### src/rtl/mem_ctrl.sv
// ---------------------------------------------------------------------------
// mem_ctrl
//
// Memory controller and arbiter for the single byte-wide RAM/IO port.
// Instruction fetch and the load/store buffer (LSB) compete for the port.
// One request is served at a time. Each request is sequenced into 1..4
// single-byte RAM cycles. Read bytes are assembled little-endian.
//
// Build option:
//   MEMCTRL_RR_EN  defined   -> round-robin between LSB and fetch on conflict
//                  undefined -> fixed priority, LSB always wins a conflict
//
// Ports:
//   clk_in          in   1   clock, rising edge
//   rst_n_in        in   1   asynchronous active-low reset
//   rdy_in          in   1   global ready; low freezes all state, masks mem_wr
//   clear           in   1   misprediction flush (aborts LOAD/FETCH)
//   io_buffer_full  in   1   UART TX buffer full (blocks IO stores)
//   mem_din         in   8   RAM read byte
//   mem_dout        out  8   RAM write byte
//   mem_a           out  32  RAM byte address
//   mem_wr          out  1   write strobe, 1 = write
//   go_work         in   1   LSB request (level)
//   l_or_s          in   1   0 = load, 1 = store
//   width           in   3   byte count 1, 2 or 4
//   address         in   32  LSB byte address
//   value_store     in   32  store data
//   received        out  1   pulse: LSB request accepted
//   has_result      out  1   pulse: value_load valid
//   value_load      out  32  load data, zero-extended
//   if_req          in   1   fetch request (level)
//   if_addr         in   32  fetch address (word aligned)
//   if_ready        out  1   pulse: if_data valid
//   if_data         out  32  fetched instruction
//   dbg_state       out  2   FSM state: 0 IDLE, 1 LOAD, 2 STORE, 3 FETCH
//
// Handshake: go_work and if_req are level requests that the requester holds
// until accepted. The LSB sees acceptance as a one-cycle received pulse;
// fetch sees completion as a one-cycle if_ready pulse. Results are valid
// only in the cycle their pulse is high.
// ---------------------------------------------------------------------------
module mem_ctrl (
    input  logic        clk_in,
    input  logic        rst_n_in,
    input  logic        rdy_in,
    input  logic        clear,
    input  logic        io_buffer_full,
    input  logic [7:0]  mem_din,
    output logic [7:0]  mem_dout,
    output logic [31:0] mem_a,
    output logic        mem_wr,
    input  logic        go_work,
    input  logic        l_or_s,
    input  logic [2:0]  width,
    input  logic [31:0] address,
    input  logic [31:0] value_store,
    output logic        received,
    output logic        has_result,
    output logic [31:0] value_load,
    input  logic        if_req,
    input  logic [31:0] if_addr,
    output logic        if_ready,
    output logic [31:0] if_data,
    output logic [1:0]  dbg_state
);

    typedef enum logic [1:0] {
        ST_IDLE  = 2'd0,
        ST_LOAD  = 2'd1,
        ST_STORE = 2'd2,
        ST_FETCH = 2'd3
    } state_e;

    state_e      state_q, state_d;
    logic [1:0]  cnt_q, cnt_d;
    logic [1:0]  last_q, last_d;     // index of the final byte, i.e. w-1
    logic [31:0] base_q, base_d;
    logic [31:0] data_q, data_d;
    logic [31:0] mem_a_q, mem_a_d;
    logic [7:0]  mem_dout_q, mem_dout_d;
    logic        mem_wr_q, mem_wr_d;
    logic        received_q, received_d;
    logic        has_result_q, has_result_d;
    logic [31:0] value_load_q, value_load_d;
    logic        if_ready_q, if_ready_d;
    logic [31:0] if_data_q, if_data_d;

`ifdef MEMCTRL_RR_EN
    // 1 = fetch wins the next conflict, 0 = LSB wins it.
    logic        rr_fetch_q, rr_fetch_d;
`endif

    logic        io_store;
    logic        lsb_ok;
    logic        pick_fetch;
    logic        pick_lsb;
    logic        can_grant;
    logic [1:0]  cnt_nxt;
    logic [31:0] data_cap;

    // Width 1 -> last byte 0, width 2 -> last byte 1, anything else is a
    // full word. Mapping illegal widths to 4 keeps the FSM from stalling.
    function automatic logic [1:0] last_of(input logic [2:0] w);
        logic [1:0] r;
        case (w)
            3'd1:    r = 2'd0;
            3'd2:    r = 2'd1;
            default: r = 2'd3;
        endcase
        return r;
    endfunction

    function automatic logic [31:0] put_byte(input logic [31:0] d,
                                             input logic [1:0]  idx,
                                             input logic [7:0]  b);
        logic [31:0] r;
        r = d;
        case (idx)
            2'd0:    r[7:0]   = b;
            2'd1:    r[15:8]  = b;
            2'd2:    r[23:16] = b;
            default: r[31:24] = b;
        endcase
        return r;
    endfunction

    // ------------------------------------------------------------------
    // Arbitration
    // ------------------------------------------------------------------
    // An IO store must not be issued while the UART buffer is full; the LSB
    // request stays pending and fetch is free to take the port meanwhile.
    assign io_store = l_or_s && (address[17:16] == 2'b11);
    assign lsb_ok   = go_work && !(io_store && io_buffer_full);

`ifdef MEMCTRL_RR_EN
    assign pick_fetch = if_req && (!lsb_ok || rr_fetch_q);
`else
    assign pick_fetch = if_req && !lsb_ok;
`endif
    assign pick_lsb   = lsb_ok && !pick_fetch;

    // No grant on the edge closing a received cycle, nor on a flush edge.
    assign can_grant  = !clear && !received_q;

    assign cnt_nxt  = cnt_q + 2'd1;
    assign data_cap = put_byte(data_q, cnt_q, mem_din);

    // ------------------------------------------------------------------
    // Next-state and output logic
    // ------------------------------------------------------------------
    always_comb begin
        state_d      = state_q;
        cnt_d        = cnt_q;
        last_d       = last_q;
        base_d       = base_q;
        data_d       = data_q;
        mem_a_d      = mem_a_q;
        mem_dout_d   = mem_dout_q;
        mem_wr_d     = mem_wr_q;
        received_d   = 1'b0;
        has_result_d = 1'b0;
        value_load_d = value_load_q;
        if_ready_d   = 1'b0;
        if_data_d    = if_data_q;
`ifdef MEMCTRL_RR_EN
        rr_fetch_d   = rr_fetch_q;
`endif

        case (state_q)
            ST_IDLE: begin
                if (can_grant && pick_lsb) begin
                    received_d = 1'b1;
                    base_d     = address;
                    mem_a_d    = address;
                    cnt_d      = 2'd0;
                    last_d     = last_of(width);
`ifdef MEMCTRL_RR_EN
                    rr_fetch_d = 1'b1;
`endif
                    if (l_or_s) begin
                        // Byte 0 goes out now; the remaining bytes are kept
                        // right-aligned and shifted out one per cycle.
                        state_d    = ST_STORE;
                        mem_wr_d   = 1'b1;
                        mem_dout_d = value_store[7:0];
                        data_d     = {8'h00, value_store[31:8]};
                    end else begin
                        // Clearing the register gives zero extension for
                        // narrow loads.
                        state_d  = ST_LOAD;
                        mem_wr_d = 1'b0;
                        data_d   = 32'h0;
                    end
                end else if (can_grant && pick_fetch) begin
                    state_d  = ST_FETCH;
                    base_d   = if_addr;
                    mem_a_d  = if_addr;
                    cnt_d    = 2'd0;
                    last_d   = 2'd3;
                    mem_wr_d = 1'b0;
                    data_d   = 32'h0;
`ifdef MEMCTRL_RR_EN
                    rr_fetch_d = 1'b0;
`endif
                end
            end

            ST_LOAD, ST_FETCH: begin
                if (clear) begin
                    // Flushed read: drop it silently, no result pulse.
                    state_d  = ST_IDLE;
                    mem_wr_d = 1'b0;
                    mem_a_d  = 32'h0;
                end else begin
                    data_d = data_cap;
                    if (cnt_q == last_q) begin
                        state_d = ST_IDLE;
                        mem_a_d = 32'h0;
                        if (state_q == ST_LOAD) begin
                            has_result_d = 1'b1;
                            value_load_d = data_cap;
                        end else begin
                            if_ready_d = 1'b1;
                            if_data_d  = data_cap;
                        end
                    end else begin
                        cnt_d   = cnt_nxt;
                        mem_a_d = base_q + {30'h0, cnt_nxt};
                    end
                end
            end

            ST_STORE: begin
                // Stores reaching here are committed, so clear is ignored.
                if (cnt_q == last_q) begin
                    state_d  = ST_IDLE;
                    mem_wr_d = 1'b0;
                end else begin
                    cnt_d      = cnt_nxt;
                    mem_a_d    = base_q + {30'h0, cnt_nxt};
                    mem_dout_d = data_q[7:0];
                    data_d     = {8'h00, data_q[31:8]};
                end
            end

            default: begin
                state_d  = ST_IDLE;
                mem_wr_d = 1'b0;
            end
        endcase
    end

    // ------------------------------------------------------------------
    // State registers; rdy_in low holds everything in place.
    // ------------------------------------------------------------------
    always_ff @(posedge clk_in or negedge rst_n_in) begin
        if (!rst_n_in) begin
            state_q      <= ST_IDLE;
            cnt_q        <= 2'd0;
            last_q       <= 2'd0;
            base_q       <= 32'h0;
            data_q       <= 32'h0;
            mem_a_q      <= 32'h0;
            mem_dout_q   <= 8'h00;
            mem_wr_q     <= 1'b0;
            received_q   <= 1'b0;
            has_result_q <= 1'b0;
            value_load_q <= 32'h0;
            if_ready_q   <= 1'b0;
            if_data_q    <= 32'h0;
        end else if (rdy_in) begin
            state_q      <= state_d;
            cnt_q        <= cnt_d;
            last_q       <= last_d;
            base_q       <= base_d;
            data_q       <= data_d;
            mem_a_q      <= mem_a_d;
            mem_dout_q   <= mem_dout_d;
            mem_wr_q     <= mem_wr_d;
            received_q   <= received_d;
            has_result_q <= has_result_d;
            value_load_q <= value_load_d;
            if_ready_q   <= if_ready_d;
            if_data_q    <= if_data_d;
        end
    end

`ifdef MEMCTRL_RR_EN
    always_ff @(posedge clk_in or negedge rst_n_in) begin
        if (!rst_n_in) begin
            rr_fetch_q <= 1'b0;
        end else if (rdy_in) begin
            rr_fetch_q <= rr_fetch_d;
        end
    end
`endif

    // ------------------------------------------------------------------
    // Outputs
    // ------------------------------------------------------------------
    // The write strobe is masked combinationally so a frozen pipeline
    // never repeats a write into the RAM.
    assign mem_wr     = mem_wr_q & rdy_in;
    assign mem_a      = mem_a_q;
    assign mem_dout   = mem_dout_q;
    assign received   = received_q;
    assign has_result = has_result_q;
    assign value_load = value_load_q;
    assign if_ready   = if_ready_q;
    assign if_data    = if_data_q;
    assign dbg_state  = state_q;

endmodule
### config.mk
export PLATFORM = sky130hd
export DESIGN_NAME = mem_ctrl
export DESIGN_NICKNAME = d
export VERILOG_FILES = /design/src/rtl/mem_ctrl.sv
export SDC_FILE = /design/constraint.sdc
export NUM_CORES = 1
export LEC_CHECK = 0
export CAP_MARGIN = 20
export CORE_ASPECT_RATIO = 0.7
export CORE_MARGIN = 1
export CORE_UTILIZATION = 53
export DETAILED_ROUTE_END_ITERATION = 6
export GPL_ROUTABILITY_DRIVEN = 0
export PLACE_DENSITY_LB_ADDON = 0.05
export SKIP_CTS_REPAIR_TIMING = 1
export SLEW_MARGIN = 5
export SYNTH_ARGS = -nofsm -noshare
export SYNTH_HDL_FRONTEND = slang
export SYNTH_SLANG_ARGS = --single-unit
### constraint.sdc
create_clock -name clk_in -period 4.7 [get_ports clk_in]
set_input_delay 0.705 -clock clk_in [delete_from_list [all_inputs] [get_ports clk_in]]
set_output_delay 0.705 -clock clk_in [all_outputs]
set_load 0.01 [all_outputs]
==> results of run 1 <==
-- cell type report --
type | instances | share of cell area
clock inverters | 12 | 0.0127
inverters | 8 | 0.00259
flip-flops and latches | 178 | 0.384
multi-input cells | 567 | 0.338
repair buffers | 236 | 0.204
clock buffers | 19 | 0.0373
well taps | 200 | 0.0216
-- registers in the layout (all words and copies together) (netlist names) --
signal and flops:
base_q 32, cnt_q 2, data_q 32, dbg_state 2, has_result 1, if_data 32, if_ready 1, last_q 2
mem_a 32, mem_dout 8, mem_wr_q 1, received 1, value_load 32
-- synth_stat cells (all sizes together), types with 4 or more instances --
master | number | area share
nand3 | 7 | 0.0041
mux2 | 81 | 0.11
a21o | 24 | 0.021
and3 | 4 | 0.0029
clkbuf | 51 | 0.022
o21ai | 62 | 0.036
nor2 | 20 | 0.0087
a21oi | 34 | 0.020
a222oi | 24 | 0.028
nor2b | 4 | 0.0029
a2bb2oi | 10 | 0.010
nor4 | 9 | 0.0065
dfrtp | 178 | 0.52
ha | 6 | 0.0087
xnor2 | 14 | 0.014
mux2i | 18 | 0.021
nand2 | 139 | 0.060
a22o | 10 | 0.010
xor2 | 17 | 0.017
a221o | 20 | 0.023
nor3 | 16 | 0.0093
buf | 11 | 0.0054
inv | 8 | 0.0035
nand4 | 12 | 0.0094
-- critical path, cell delays in order --
cell and delay [ns]:
clkdlybuf4s50_1 0.58, nor4bb_1 0.23, a211oi_1 0.59, or3_2 0.69
buf_16 0.26, a21oi_1 0.08, a221o_1 0.27
-- metrics by stage --
| stage | power [mW] | instances |
|---|---|---|
| finish | 7.01 | 1220 |
| global route | 7.42 | 1220 |
| CTS | 7.00 | 1219 |
| detailed placement | 5.55 | 1188 |
| global placement | 5.48 | 1188 |
| floorplan | 4.26 | 815 |
-- layer usage --
layer  vias up  global-route usage  part of all wire
met3        33              0.0632             0.086
met2       345               0.420              0.43
met1      3604               0.443              0.47
met4         0              0.0969             0.016
li1       3345                   -                 -
met5         -                   0                 0
-- worst max path at each step --
stage	start	end	slack, ns
6_report	rdy_in	mem_a[13]	1.59
5_1_grt	l_or_s	mem_a[14]	1.49
4_1_cts	rdy_in	mem_a[25]	1.46
3_5_place_dp	rdy_in	mem_a[23]	1.02
3_3_place_gp	l_or_s	mem_a[21]	1.18
2_1_floorplan	cnt_q[0]	mem_a[29]	2.12
-- power groups by stage --
stage | combinational (mW) | clock (mW) | sequential (mW)
4_1_cts | 2.99 | 1.44 | 2.56
6_report | 3.02 | 1.43 | 2.57
3_3_place_gp | 2.91 | 0 | 2.57
5_1_grt | 3.27 | 1.50 | 2.65
3_5_place_dp | 2.98 | 0 | 2.58
2_1_floorplan | 1.65 | 0 | 2.61
-- kinds of logic after synthesis --
group / count (synthesis) / share of synthesized area
AOI/OAI and AO/OA: 191 / 0.155
xor gates and xnor gates: 31 / 0.0315
adders and majority gates: 7 / 0.0110
buffers and inverters: 70 / 0.0310
DFF: 178 / 0.516
muxes: 99 / 0.127
and+or+nand+nor: 239 / 0.129
==> impl_metrics.py, run 1 <==
metrics = {
    "timing": {
        "rsz0062_at_grt": "no",
        "hold_ws_ns": 0.314,
        "relSlewSlack": 0.375,
        "setup_tns_ns": 0,
        "fmax_mhz": 322,
        "worst_slack_ns": 1.59,
        "clock_skew_ns": 0.0136,
        "layout_min_cycle_time_ns": 3.11,
        "finalSetupViolations": 0,
        "worstMarginPinSlew_ns": 0.937,
        "fin_crit_sh": 0.661,
        "hold_viol_final": 0,
        "slew_violations": 0,
    },
    "finish": {
        "diodes": 0,
        "fin_area_um2": 11600,
        "syn_to_final_growth_pct": 34.4,
        "layout_commonest_cell": "clkdlybuf4s50_1",
        "multi_input_area_um2": 3920,
        "final_cell_mix": "clkdlybuf4s50_1, dfrtp_1, nand2_1",
        "nNetsFinal": 1130,
        "post-route-util": 0.740,
        "nFillCells": 1179,
        "layout-drive-gt1-share": 0.130,
        "seqCellArea_um2": 4450,
    },
    "status": {
        "violations": "DRC",
        "status": "complete, but fails checks",
    },
    "clocking": {
        "cts_num_sinks": 178,
        "htreeDepth": 4,
        "tritoncts": "done",
        "clk_pin_slew_ns": 0.07,
        "clockBufferDepth": 2,
        "clock_tree.root_cell": "clkbuf_16",
        "clkLatencyLatePin_ns": 0.43,
        "numCtsBuffers": 17,
    },
    "synthesis": {
        "yosysSeqAreaShare": 0.516,
        "syn-num-nets": 937,
        "syn_avg_cell_area_um2": 10.6,
        "yosysUniqueCellTypes": 44,
        "synth_area_um2": 8630,
        "synth-main-ff-cell": "dfrtp_1",
        "syn_inst": 815,
        "ys_ff_latch": 178,
        "async_flop_share": 1.00,
        "synth_edf_count": 0,
        "yosysWarnings": 0,
    },
    "place": {
        "portBuffers": 224,
        "pre_cts_ws_ns": 1.02,
        "dpl_cell_area_um2": 11000,
        "hpwl_um": 16700,
    },
    "worst_hold_path": {
        "hold_class": "input port to async pin",
    },
    "grt": {
        "antenna_found_initial": 0,
        "grtUsageTotal": 0.294,
        "grt_pass1_vias": 7064,
        "grt_max_degree": 100,
        "overflow": 0,
        "grt_pass1_wl_um": 38000,
    },
    "die": {
        "fp-row-count": 38,
        "die_area_um2": 16800,
        "coreArea_um2": 15700,
        "io_pins": 225,
        "start_util": 0.550,
        "dieHeight_um": 109,
        "chipWidth_um": 155,
    },
    "detailed_routing": {
        "firstDrtPassIters": 7,
        "vias_per_cell": 6.01,
        "num_vias": 7327,
        "drtAntennaViolNets": 0,
        "wl_per_cell_um": 19.6,
        "drc": 1,
        "drt_iter0_drc": 664,
        "totalWireLength_um": 24000,
    },
    "setup_path": {
        "r2r_cells": 8,
        "cp_max_fo": 37,
        "reg2reg_setup_slack_ns": 1.71,
        "worstSetupEndpointType": "flop",
        "required_ns": 5.01,
        "critPathLaunchType": "input port",
        "r2r-end": "mem_a[31]",
        "reg2reg_from": "cnt_q[0]",
        "crit_type": "input port to flop",
        "worst_ep_arrival_time_ns": 3.42,
    },
    "pwr": {
        "power_density_nw_per_um2": 604,
        "clock_power_share": 0.203,
        "leakagePower_nw": 5.18,
        "p_int_mw": 4.42,
        "p_sw_mw": 2.59,
        "switching_share": 0.370,
        "irDropWorstVdd_uv": 334,
        "pwr-share-comb": 0.430,
        "p_seq_frac": 0.367,
    },
    "flow_run": {
        "cap_violations": 0,
    },
}
Note: power is estimated with default switching activity, not from simulation.
==> run 2: changes to the inputs <==
--- a/config.mk
+++ b/config.mk
@@ -8,7 +8,7 @@
 export CAP_MARGIN = 20
 export CORE_ASPECT_RATIO = 0.7
 export CORE_MARGIN = 1
-export CORE_UTILIZATION = 53
+export CORE_UTILIZATION = 49
 export DETAILED_ROUTE_END_ITERATION = 6
 export GPL_ROUTABILITY_DRIVEN = 0
 export PLACE_DENSITY_LB_ADDON = 0.05
==> constraint.sdc (replaced) <==
create_clock -name clk_in -period 3.23 [get_ports clk_in]
set_input_delay 0.4845 -clock clk_in [delete_from_list [all_inputs] [get_ports clk_in]]
set_output_delay 0.4845 -clock clk_in [all_outputs]
set_load 0.01 [all_outputs]
==> run 2 against run 1 <==
The run ends with DRC, hold timing left. Combinational power is 46% higher. Non-clock buffer count increased by 11. Cell count is 3.5% higher. Via count decreased by 2.6%. Clock skew fell by 0.0022 ns. Sequential share of layout area is 0.47 points lower. Worst hold slack worse by 0.32 ns. Flip-flop and latch count stayed put. Worst setup slack got worse by 1.3 ns. Die area is 8.0% higher. Register-to-register slack got worse by 1.4 ns. First-iteration DRC count grew 1.1%.
==> impl_metrics.py, run 2 (synthesis gave the netlist of run 1 again) <==
metrics = {
    "grt": {
        "grt_max_degree": 72,
        "antenna_found_initial": 0,
        "overflow": 0,
        "grt_pass1_vias": 6849,
        "grtUsageTotal": 0.271,
        "grt_pass1_wl_um": 37900,
    },
    "place": {
        "hpwl_um": 17100,
        "dpl_cell_area_um2": 11100,
        "pre_cts_ws_ns": 0.309,
        "portBuffers": 224,
    },
    "detailed_routing": {
        "num_vias": 7137,
        "firstDrtPassIters": 7,
        "top_layer": "met4",
        "drtAntennaViolNets": 0,
        "met2_length_um": 9700,
        "vias_per_cell": 5.65,
        "wl_per_cell_um": 18.8,
        "drt_iter0_drc": 671,
        "dr_wl_met3_um": 1890,
        "drc": 1,
        "totalWireLength_um": 23800,
        "wl_met1_um": 12000,
    },
    "timing": {
        "worst_slack_ns": 0.334,
        "fmax_mhz": 345,
        "worstMarginPinSlew_ns": 0.621,
        "hold_ws_ns": -0.00749,
        "clock_skew_ns": 0.0114,
        "fin_crit_sh": 0.897,
        "layout_min_cycle_time_ns": 2.90,
        "finalSetupViolations": 0,
        "relSlewSlack": 0.586,
        "setup_tns_ns": 0,
        "slew_violations": 0,
        "rsz0062_at_grt": "no",
        "hold_viol_final": 1,
    },
    "setup_path": {
        "critPathLaunchType": "flop",
        "crit_type": "flop to flop",
        "reg2reg_setup_slack_ns": 0.33,
        "worstSetupEndpointType": "flop",
        "reg2reg_from": "cnt_q[0]",
        "cp_max_fo": 9,
        "worst_ep_arrival_time_ns": 3.20,
        "r2r-end": "mem_a[29]",
        "required_ns": 3.53,
        "r2r_cells": 8,
    },
    "clocking": {
        "numCtsBuffers": 17,
        "tritoncts": "done",
        "clkLatencyLatePin_ns": 0.43,
        "htreeDepth": 4,
        "clockBufferDepth": 2,
        "clock_tree.root_cell": "clkbuf_16",
        "cts_num_sinks": 178,
        "clk_pin_slew_ns": 0.07,
    },
    "finish": {
        "seqCellArea_um2": 4450,
        "syn_to_final_growth_pct": 36.1,
        "layout-drive-gt1-share": 0.142,
        "layout_commonest_cell": "clkdlybuf4s50_1",
        "multi_input_area_um2": 3920,
        "diodes": 0,
        "fin_area_um2": 11800,
        "final_cell_mix": "clkdlybuf4s50_1, dfrtp_1, nand2_1",
        "nNetsFinal": 1141,
        "nFillCells": 1386,
    },
    "pwr": {
        "pwr-share-comb": 0.429,
        "p_int_mw": 6.53,
        "irDropWorstVdd_uv": 365,
        "power_density_nw_per_um2": 876,
        "total_power_mw": 10.3,
        "clock_power_share": 0.207,
        "switching_share": 0.365,
        "p_sw_mw": 3.76,
        "p_seq_frac": 0.364,
        "leakagePower_nw": 5.24,
    },
    "die": {
        "fp-row-count": 40,
        "dieHeight_um": 113,
        "coreArea_um2": 17200,
        "chipWidth_um": 161,
        "die_area_um2": 18200,
        "io_pins": 225,
        "start_util": 0.501,
    },
    "status": {
        "violations": "DRC, hold timing",
        "status": "complete, but fails checks",
    },
    "worst_hold_path": {
        "hold_class": "input port to async pin",
    },
    "flow_run": {
        "cap_violations": 0,
    },
}
==> run 2: power groups by stage <==
stage	Combinational, mW	Sequential [mW]	Clock, mW
finish	4.42	3.74	2.13
global route	4.82	3.85	2.24
CTS	4.43	3.74	2.15
detailed placement	4.40	3.76	0
global placement	4.34	3.75	0
floorplan	2.40	3.80	0
==> run 2: critical path, stage by stage, from the launching register on <==
cell and delay [ns]:
dfrtp_1 0.46, inv_1 0.12, ha_1 0.36, ha_1 0.31, a21o_1 0.13, nand2b_1 0.28
or4b_1 0.61, a2111oi_1 0.41, nor3_1 0.09
==> run 2: final cells by class <==
class | count | area share
clock buffers | 20 | 0.0397
clock inverters | 12 | 0.0124
inverters | 8 | 0.00256
multi-input cells | 567 | 0.334
flip-flops and latches | 178 | 0.379
well taps | 231 | 0.0246
repair buffers | 247 | 0.208
==> run 2: per-stage QoR <==
stage	hold WS, ns	cells	utilization
2_1_floorplan	0.189	815	-
3_3_place_gp	0.461	1231	0.647
3_5_place_dp	0.462	1231	0.647
4_1_cts	0.00165	1263	0.682
5_1_grt	0.0228	1263	0.682
6_report	-0.00749	1263	0.682
==> run 2: worst max-delay path by stage <==
stage	slack, ns	start	depth (start not counted)	to
final	0.33	cnt_q[0]	8	mem_a[29]
after global routing	0.15	cnt_q[0]	8	mem_a[31]
after CTS	0.37	cnt_q[0]	8	mem_a[29]
after detailed placement	0.31	clear	8	data_q[1]
after global placement	0.35	clear	6	mem_dout[4]
after floorplan	0.65	cnt_q[0]	9	mem_a[29]
==> run 2: layer usage <==
metal | vias up | track usage
li1 | 3364 | -
met3 | 17 | 0.0671
met2 | 247 | 0.373
met1 | 3509 | 0.429
met4 | 0 | 0.0521
met5 | - | 0
